## src/rtl/seven_seg_pkg.sv

```systemverilog
// Shared constants for the seven-segment display controller.
package seven_seg_pkg;

    // All segments off (segments are active low).
    localparam logic [6:0] SEG_BLANK = 7'h7F;

    // Active-low {g,f,e,d,c,b,a} glyphs; entry 0 is the rightmost element.
    localparam logic [15:0][6:0] HEX_GLYPH = {
        7'b0001110,  // F
        7'b0000110,  // E
        7'b0100001,  // d
        7'b1000110,  // C
        7'b0000011,  // b
        7'b0001000,  // A
        7'b0010000,  // 9
        7'b0000000,  // 8
        7'b1111000,  // 7
        7'b0000010,  // 6
        7'b0010010,  // 5
        7'b0011001,  // 4
        7'b0110000,  // 3
        7'b0100100,  // 2
        7'b1111001,  // 1
        7'b1000000   // 0
    };

    // Width of the digit index; never narrower than one bit.
    function automatic int idx_width(input int n);
        return (n <= 2) ? 1 : $clog2(n);
    endfunction

endpackage

```

## src/rtl/seven_seg_hex_decode.sv

```systemverilog
// Combinational nibble-to-glyph lookup.
module seven_seg_hex_decode
    import seven_seg_pkg::*;
(
    input  logic [3:0] nibble,
    output logic [6:0] seg
);

    assign seg = HEX_GLYPH[nibble];

endmodule

```

## src/rtl/seven_seg_mux_ctrl.sv

```systemverilog
// Multi-digit seven-segment scanner: prescaler, digit scan, frame snapshot,
// leading-zero suppression, PWM dimming and a registered output stage.
module seven_seg_mux_ctrl
    import seven_seg_pkg::*;
#(
    parameter  int NUM_DIGITS = 4,
    parameter  int DIVIDE_BY  = 17,
    parameter  int BRIGHT_W   = 3,
    localparam int IDX_W      = idx_width(NUM_DIGITS)
) (
    input  logic                    clock,
    input  logic                    reset,
    input  logic [4*NUM_DIGITS-1:0] digits,
    input  logic [NUM_DIGITS-1:0]   digit_en,
    input  logic [NUM_DIGITS-1:0]   dp_in,
    input  logic                    lz_suppress,
    input  logic [BRIGHT_W-1:0]     brightness,
    output logic [NUM_DIGITS-1:0]   an,
    output logic [6:0]              seg,
    output logic                    dp,
    output logic [IDX_W-1:0]        digit_idx,
    output logic                    frame_done
);

    logic [DIVIDE_BY-1:0]        prescaler;
    logic                        tick;
    logic                        frame_end;

    // Frame snapshot: the display only ever reads these.
    logic [NUM_DIGITS-1:0][3:0]  sh_digits;
    logic [NUM_DIGITS-1:0]       sh_en;
    logic [NUM_DIGITS-1:0]       sh_dp;
    logic                        sh_lz;
    logic [BRIGHT_W-1:0]         sh_bright;

    logic [NUM_DIGITS-1:0]       suppressed;
    logic                        zero_run;
    logic [3:0]                  nibble;
    logic [6:0]                  glyph;
    logic                        lit;
    logic                        visible;

    assign tick      = &prescaler;
    assign frame_end = tick && (digit_idx == IDX_W'(NUM_DIGITS - 1));

    // Free-running prescaler, digit scan and end-of-frame pulse.
    always_ff @(posedge clock or posedge reset) begin
        if (reset) begin
            prescaler  <= '0;
            digit_idx  <= '0;
            frame_done <= 1'b0;
        end else begin
            prescaler  <= prescaler + DIVIDE_BY'(1);
            frame_done <= frame_end;
            if (tick) begin
                digit_idx <= (digit_idx == IDX_W'(NUM_DIGITS - 1)) ? '0
                                                                   : digit_idx + IDX_W'(1);
            end
        end
    end

    // Snapshot inputs at the frame boundary so a frame never tears.
    always_ff @(posedge clock or posedge reset) begin
        if (reset) begin
            sh_digits <= '0;
            sh_en     <= '0;
            sh_dp     <= '0;
            sh_lz     <= 1'b0;
            sh_bright <= '0;
        end else if (frame_end) begin
            sh_digits <= digits;
            sh_en     <= digit_en;
            sh_dp     <= dp_in;
            sh_lz     <= lz_suppress;
            sh_bright <= brightness;
        end
    end

    // Walk down from the top digit; a digit is a leading zero while every
    // nibble at or above it is zero. Digit 0 always shows.
    always_comb begin
        zero_run   = 1'b1;
        suppressed = '0;
        for (int i = NUM_DIGITS - 1; i >= 1; i--) begin
            zero_run      = zero_run & (sh_digits[i] == 4'h0);
            suppressed[i] = sh_lz & zero_run;
        end
    end

    assign nibble  = sh_digits[digit_idx];
    assign lit     = (prescaler[DIVIDE_BY-1 -: BRIGHT_W] <= sh_bright);
    assign visible = sh_en[digit_idx] & ~suppressed[digit_idx] & lit;

    seven_seg_hex_decode u_decode (
        .nibble (nibble),
        .seg    (glyph)
    );

    // Registered pin drivers; at most one anode is ever low.
    always_ff @(posedge clock or posedge reset) begin
        if (reset) begin
            an  <= '1;
            seg <= SEG_BLANK;
            dp  <= 1'b1;
        end else begin
            an  <= visible ? ~(NUM_DIGITS'(1) << digit_idx) : '1;
            seg <= visible ? glyph : SEG_BLANK;
            dp  <= ~(sh_dp[digit_idx] & visible);
        end
    end

endmodule

```

## config.mk

```make
export PLATFORM = sky130hd
export DESIGN_NAME = seven_seg_mux_ctrl
export DESIGN_NICKNAME = d
export VERILOG_FILES = /design/src/rtl/seven_seg_pkg.sv /design/src/rtl/seven_seg_hex_decode.sv /design/src/rtl/seven_seg_mux_ctrl.sv
export SDC_FILE = /design/constraint.sdc
export NUM_CORES = 1
export LEC_CHECK = 0
export BUFFER_PORTS_ARGS = -buffer_cell sky130_fd_sc_hd__buf_2
export CAP_MARGIN = 5
export CORE_UTILIZATION = 53
export CTS_BUF_LIST = sky130_fd_sc_hd__clkbuf_4 sky130_fd_sc_hd__clkbuf_8
export CTS_CLUSTER_DIAMETER = 100
export DETAILED_ROUTE_END_ITERATION = 10
export GPL_TIMING_DRIVEN = 0
export PLACE_DENSITY = 0.87
export SYNTH_ARGS = -nofsm -noshare
export SYNTH_HDL_FRONTEND = slang
export SYNTH_SLANG_ARGS = --single-unit
```

## constraint.sdc

```tcl
create_clock -name clock -period 2.2 [get_ports clock]
set_clock_uncertainty 0.05 [all_clocks]
set_input_delay 0.33 -clock clock [delete_from_list [all_inputs] [get_ports clock]]
set_output_delay 0.33 -clock clock [all_outputs]
set_load 0.02 [all_outputs]
```

Word level (Yosys, flattened, before mapping)
Memories as Yosys holds them, arrays and structs flattened.
Cells that the tools add are included.
- input bits: 30
- bits in registers: 60
- logic and storage cells: 50
- output and inout port bits: 15
- bits in read-only memories: 112
- memories kept: 1
- memories (name ; depth ; bits a word ; rd ports ; clocked after memory_dff ; wr ports ; line ; source):
    (name not given) ; 16 ; 7 ; 1 ; 0 ; 0 ; seven_seg_hex_decode.sv:9 ; assign seg = HEX_GLYPH[nibble];
- $lt $le $gt $ge: 3
- bitwise logic cells: 11
- reductions and logical operators: 5
- equal/unequal tests: 1
- mux-type cells: 12
- add/sub/neg operators: 2
- shift operators: 1
- operators with widths (kind ; count):
    $add A17 B1 Y17 const B ; 1
    $reduce_and A17 Y1 ; 1
    $mux W7 ; 2
    $logic_not A4 Y1 ; 3
    $and A1 B1 Y1 ; 8
    $bmux W4 S2 ; 1
    $mux W4 ; 2
    $bmux W1 S2 ; 3
    $lt A4 B5 Y1 const B ; 1
    $not A4 Y4 ; 1
    $shl A1 B2 Y4 const A ; 1
    $le A3 B3 Y1 ; 1
    $lt A2 B3 Y1 const B ; 1
    $mux W1 ; 3
    $add A2 B1 Y2 const B ; 1
    $eq A2 B2 Y1 const B ; 1
    $mux W2 ; 1
    $not A1 Y1 ; 2
    $logic_and A1 B1 Y1 ; 1

Longest topological paths before layout
- depth after elaboration: 11
- gate-level depth with buffers: 11
- mapped depth without buffers: 10

Hierarchy
Synthesis repeated with hierarchy kept, for this count alone.
- cell total of the unflattened synthesis: 221
- area, all modules: 2854.0 um^2
- by module, submodules not included (module ; cells an instance ; area each (um^2) ; seq. area each (um^2) ; times used):
    seven_seg_mux_ctrl ; 186 ; 2583.7 ; 1516.5 ; 1
    seven_seg_hex_decode ; 35 ; 270.3 ; 0.0 ; 1

Worst setup path before layout
No wires, ideal clock.
- path kind: register -> register
- from: register prescaler[0]
- to: register sh_bright[0]
- cell stages (with the launch flop): 10
- library setup time: 125 ps
- buffers on the path: 1
- data arrival time: 2163 ps
- slack: -137 ps
- data required time: 2025 ps
- period minus slack after synthesis: 2337 ps
- cells stage by stage: dfrtp_1 > ha_1 > nand3_1 > nor3_2 > and4_1 > and3_1 > ha_1 > nand2_1 > buf_2 > mux2_2
- word-level cells in the longest chain between the ends: 2
- ends and longest elaborated chain (element ; line ; source):
    start: declaration ; seven_seg_mux_ctrl.sv:25 ; logic [DIVIDE_BY-1:0] prescaler;
    start signal: assignment ; seven_seg_mux_ctrl.sv:53 ; prescaler <= prescaler + DIVIDE_BY'(1);
    $reduce_and A17 Y1 ; seven_seg_mux_ctrl.sv:43 ; assign tick = &prescaler;
    $logic_and A1 B1 Y1 ; seven_seg_mux_ctrl.sv:44 ; assign frame_end = tick && (digit_idx == IDX_W'(NUM_DIGITS - 1));
    end signal: assignment ; seven_seg_mux_ctrl.sv:75 ; sh_bright <= brightness;
    end: declaration ; seven_seg_mux_ctrl.sv:34 ; logic [BRIGHT_W-1:0] sh_bright;
Every way passes these cells.
A chain may end at the register's enable or synchronous reset.

Worst setup path in the final report
- from: register prescaler[1]
- to: register sh_dp[3]
- word-level cells in the longest chain between the ends: 2
- ends and longest elaborated chain (element ; line ; source):
    $reduce_and A17 Y1 ; seven_seg_mux_ctrl.sv:43 ;
    $logic_and A1 B1 Y1 ; seven_seg_mux_ctrl.sv:44 ;
    end signal: assignment ; seven_seg_mux_ctrl.sv:73 ; sh_dp <= dp_in;
    end: declaration ; seven_seg_mux_ctrl.sv:32 ; logic [NUM_DIGITS-1:0] sh_dp;
Every way passes these cells.

==> results.py <==
metrics = {
    "timing": {
        "period_needed_ns": 2.13,
        "max_slew.worst_pin.slew_ns": 0.518,
        "setup_viol": 0,
        "worst_slack_ns": 0.0670,
        "relSlewSlack_pct": 64.4,
        "drv_slew": 0,
        "hold_viol_final": 0,
        "period_share_pct": 97.0,
        "fmax_ghz": 0.469,
    },
    "final_layout": {
        "syn2layout_area_growth_pct": 26.8,
        "final_area_sq_um": 3740,
        "fill_cells": 329,
        "fin_util_pct": 71.4,
        "n_antenna_cell": 0,
        "drive_gt1_share_pct": 52.8,
        "nets": 349,
    },
    "synthesis": {
        "synth_common_cells": "dfrtp_1, mux2_2, ha_1, inv_1, nand2_1",
        "ys_seq_elements": 60,
        "synth_top_flop_cell": "dfrtp_1",
        "syn_nets": 276,
        "synthTopCellsByArea": "dfrtp_1, dfstp_2, mux2_2",
        "synth_top_area_cell": "dfrtp_1",
        "synth_top_family_by_area": "multiplexers",
        "yosysUniqueCellTypes": 44,
        "yosys.area_share.simple_pct": 10.0,
        "yosysWarnings": 0,
        "synth_top_area_share_pct": 40.7,
        "synth.avg_cell_area_sq_um": 12.8,
        "synth_cells": 231,
        "synth_compound_area_share_pct": 5.94,
        "yosysMostFrequentCell": "dfrtp_1",
        "synth_mux_area_share_pct": 17.0,
        "synth_fa_ha_area_share_pct": 6.37,
        "synthArstFlopShare_pct": 100,
        "synth_area_sq_um": 2950,
        "synth-xor-area-share_pct": 5.35,
        "synth_edf_count": 0,
        "ys_seq_area_share_pct": 51.4,
    },
    "route": {
        "routed-via-count": 2045,
        "drtIter0Drc": 114,
        "drcViolationCount": 0,
        "drtAntennaViolNets": 0,
        "dr.pass1.iters": 4,
        "avgRoutedWirePerCell_um": 15.4,
        "routed_via_density": 5.40,
        "wirelength_mm": 5.85,
    },
    "global_route": {
        "grt_pass1_wl_mm": 9.59,
        "grt_pass1_vias": 2000,
        "grt_max_degree": 40,
        "overflow": 0,
        "antenna_found_initial": 0,
        "grtUsageTotal_pct": 21.6,
    },
    "floorplan": {
        "chipWidth_um": 76.6,
        "num_io_pins": 45,
        "row_count": 26,
        "core_area_sq_um": 5240,
        "initial_core_util_pct": 56.3,
        "die_area_sq_um": 5860,
        "dieHeight_um": 76.6,
    },
    "status": {
        "outcome": "completed",
    },
    "clocking": {
        "numClockSinks": 60,
        "tritoncts": "done",
        "clockBufferDepth": 2,
        "clk_latency_ns": 0.34,
        "cts_buffers": 9,
        "cts-root-buf": "clkbuf_8",
        "cts_htree_levels": 3,
        "clkTransAtPathRegs_ns": 0.06,
    },
    "worst_setup_path": {
        "crit_fanout": 8,
        "worst_ep_required_time_ns": 2.37,
        "cp-start-kind": "flip-flop",
        "end_kind": "flip-flop",
        "crit_type": "flip-flop to flip-flop",
        "worstPathArrival_ns": 2.31,
    },
    "power_and_ir_drop": {
        "power_density_nw_per_um2": 641,
        "ir_drop_mv": 0.528,
        "leakagePower_nw": 1.69,
    },
    "placed_design": {
        "placed_area_sq_um": 3280,
        "dpl.hpwl_mm": 3.84,
        "io_buffers": 44,
        "place_congestion": 0.812,
        "pre_cts_ws_ns": -0.324,
    },
    "min_path": {
        "min_path_type": "input port to flip-flop",
    },
    "run": {
        "cap_violations": 0,
    },
}
-- path summary, 6_finish.rpt --
| check | cells after the start | endpoint | start | slack (ns) |
|---|---|---|---|---|
| max in group asynchronous | 4 | seg[2] | reset | 0.98 |
| setup / recovery | 9 | sh_dp[3] | prescaler[1] | 0.07 |
| hold / removal | 3 | sh_bright[2] | brightness[2] | 0.15 |
| setup reg to reg | 9 | sh_dp[3] | prescaler[1] | 0.07 |
| min in group asynchronous | 3 | sh_dp[3] | reset | 0.50 |
| hold reg to reg | 1 | prescaler[14] | prescaler[14] | 0.45 |
-- layout by cell type (no fill, tap or decap), types with 2 or more instances in the layout --
cell type  count
mux2i_4        2
buf_2         44
mux2_2        26
o21ai_0        6
xnor2_1        9
ha_4           2
dfrtp_1       46
dfrtp_2        2
buf_4         15
o21ai_2        2
buf_12         3
buf_6          5
and3_4         2
clkinv_2       2
inv_2          5
o21ai_1        3
mux2i_1        2
nor2_1         7
clkbuf_8      11
mux4_2         5
inv_1          9
nand2_2        6
and3_1         2
mux2_4         2
nor3_1         4
ha_1          12
dfstp_2       12
xor2_1         9
o211ai_2       2
a21oi_1        2
nand3_2        2
nand3_1        8
nand4_1        4
nand2_1       12
-- final cells by class --
type                            instances  area (sq um)  area share (%)
Buffer                                  7          96.3            2.58
Clock buffer                           12           159            4.25
Clock inverter                          4          47.5            1.27
Inverter                               14          52.6            1.41
Multi-Input combinational cell        150          1390            37.1
Sequential cell                        60          1520            40.6
Tap cell                               70          87.6            2.34
Timing Repair Buffer                   62           388            10.4
-- report_power, final --
group          internal, mW  switching, mW  total (mW)
Clock                 0.593          0.430        1.02
Sequential             1.15         0.0214        1.17
Combinational        0.0956          0.106       0.202
Total                  1.84          0.557        2.39
-- registers in the layout (all words and copies together), names as in the netlist --
name and count:
prescaler 17, sh_digits 16, seg 7, an 4, sh_dp 4, sh_en 4
sh_bright 3, digit_idx 2, dp 1, frame_done 1, sh_lz 1
-- through the flow --
| stage | cells | TNS, ns | total power [mW] | hold WS, ns |
|---|---|---|---|---|
| floorplan | 231 | 0 | 1.31 | 0.392 |
| global placement | 345 | -17.49 | 1.37 | 0.411 |
| detailed placement | 346 | -7.40 | 1.38 | 0.321 |
| CTS | 368 | 0 | 2.40 | 0.161 |
| global route | 379 | -0.325 | 2.48 | 0.163 |
| finish | 379 | 0 | 2.39 | 0.147 |
-- per-layer routing --
layer | vias to the layer above | wire length, um | track usage, %
met5 | - | 0 | 0
met4 | 0 | 145 | 10.4
met3 | 15 | 287 | 5.15
met2 | 66 | 2790 | 35.2
met1 | 998 | 2630 | 27.1
li1 | 966 | - | -
-- worst max-delay path, cell delays in order, from the launching register on --
cell	delay [ns]
dfrtp_1	0.40
ha_4	0.17
nand3_2	0.10
nor3_4	0.14
and4_4	0.24
and3_4	0.20
ha_4	0.17
nand2_8	0.09
clkbuf_16	0.18
mux2_2	0.27
-- kinds of logic after synthesis --
| logic type | after synthesis |
|---|---|
| compound gates | 24 |
| flops | 60 |
| xor+xnor | 18 |
| fa+ha+maj | 15 |
| buf+inv | 21 |
| simple gates | 56 |
| mux | 37 |
-- repair_timing --
action / CTS / global route
hold buffers: 1 / 0
setup buffers: 5 / 10
endpoints found under the setup margin: 30 / 24
gates resized for setup: 15 / 10
hold endpoints to repair: 20 / 0
pin swaps: 1 / 3
gates cloned: 0 / 1
Power figures use the tool's default switching activity.
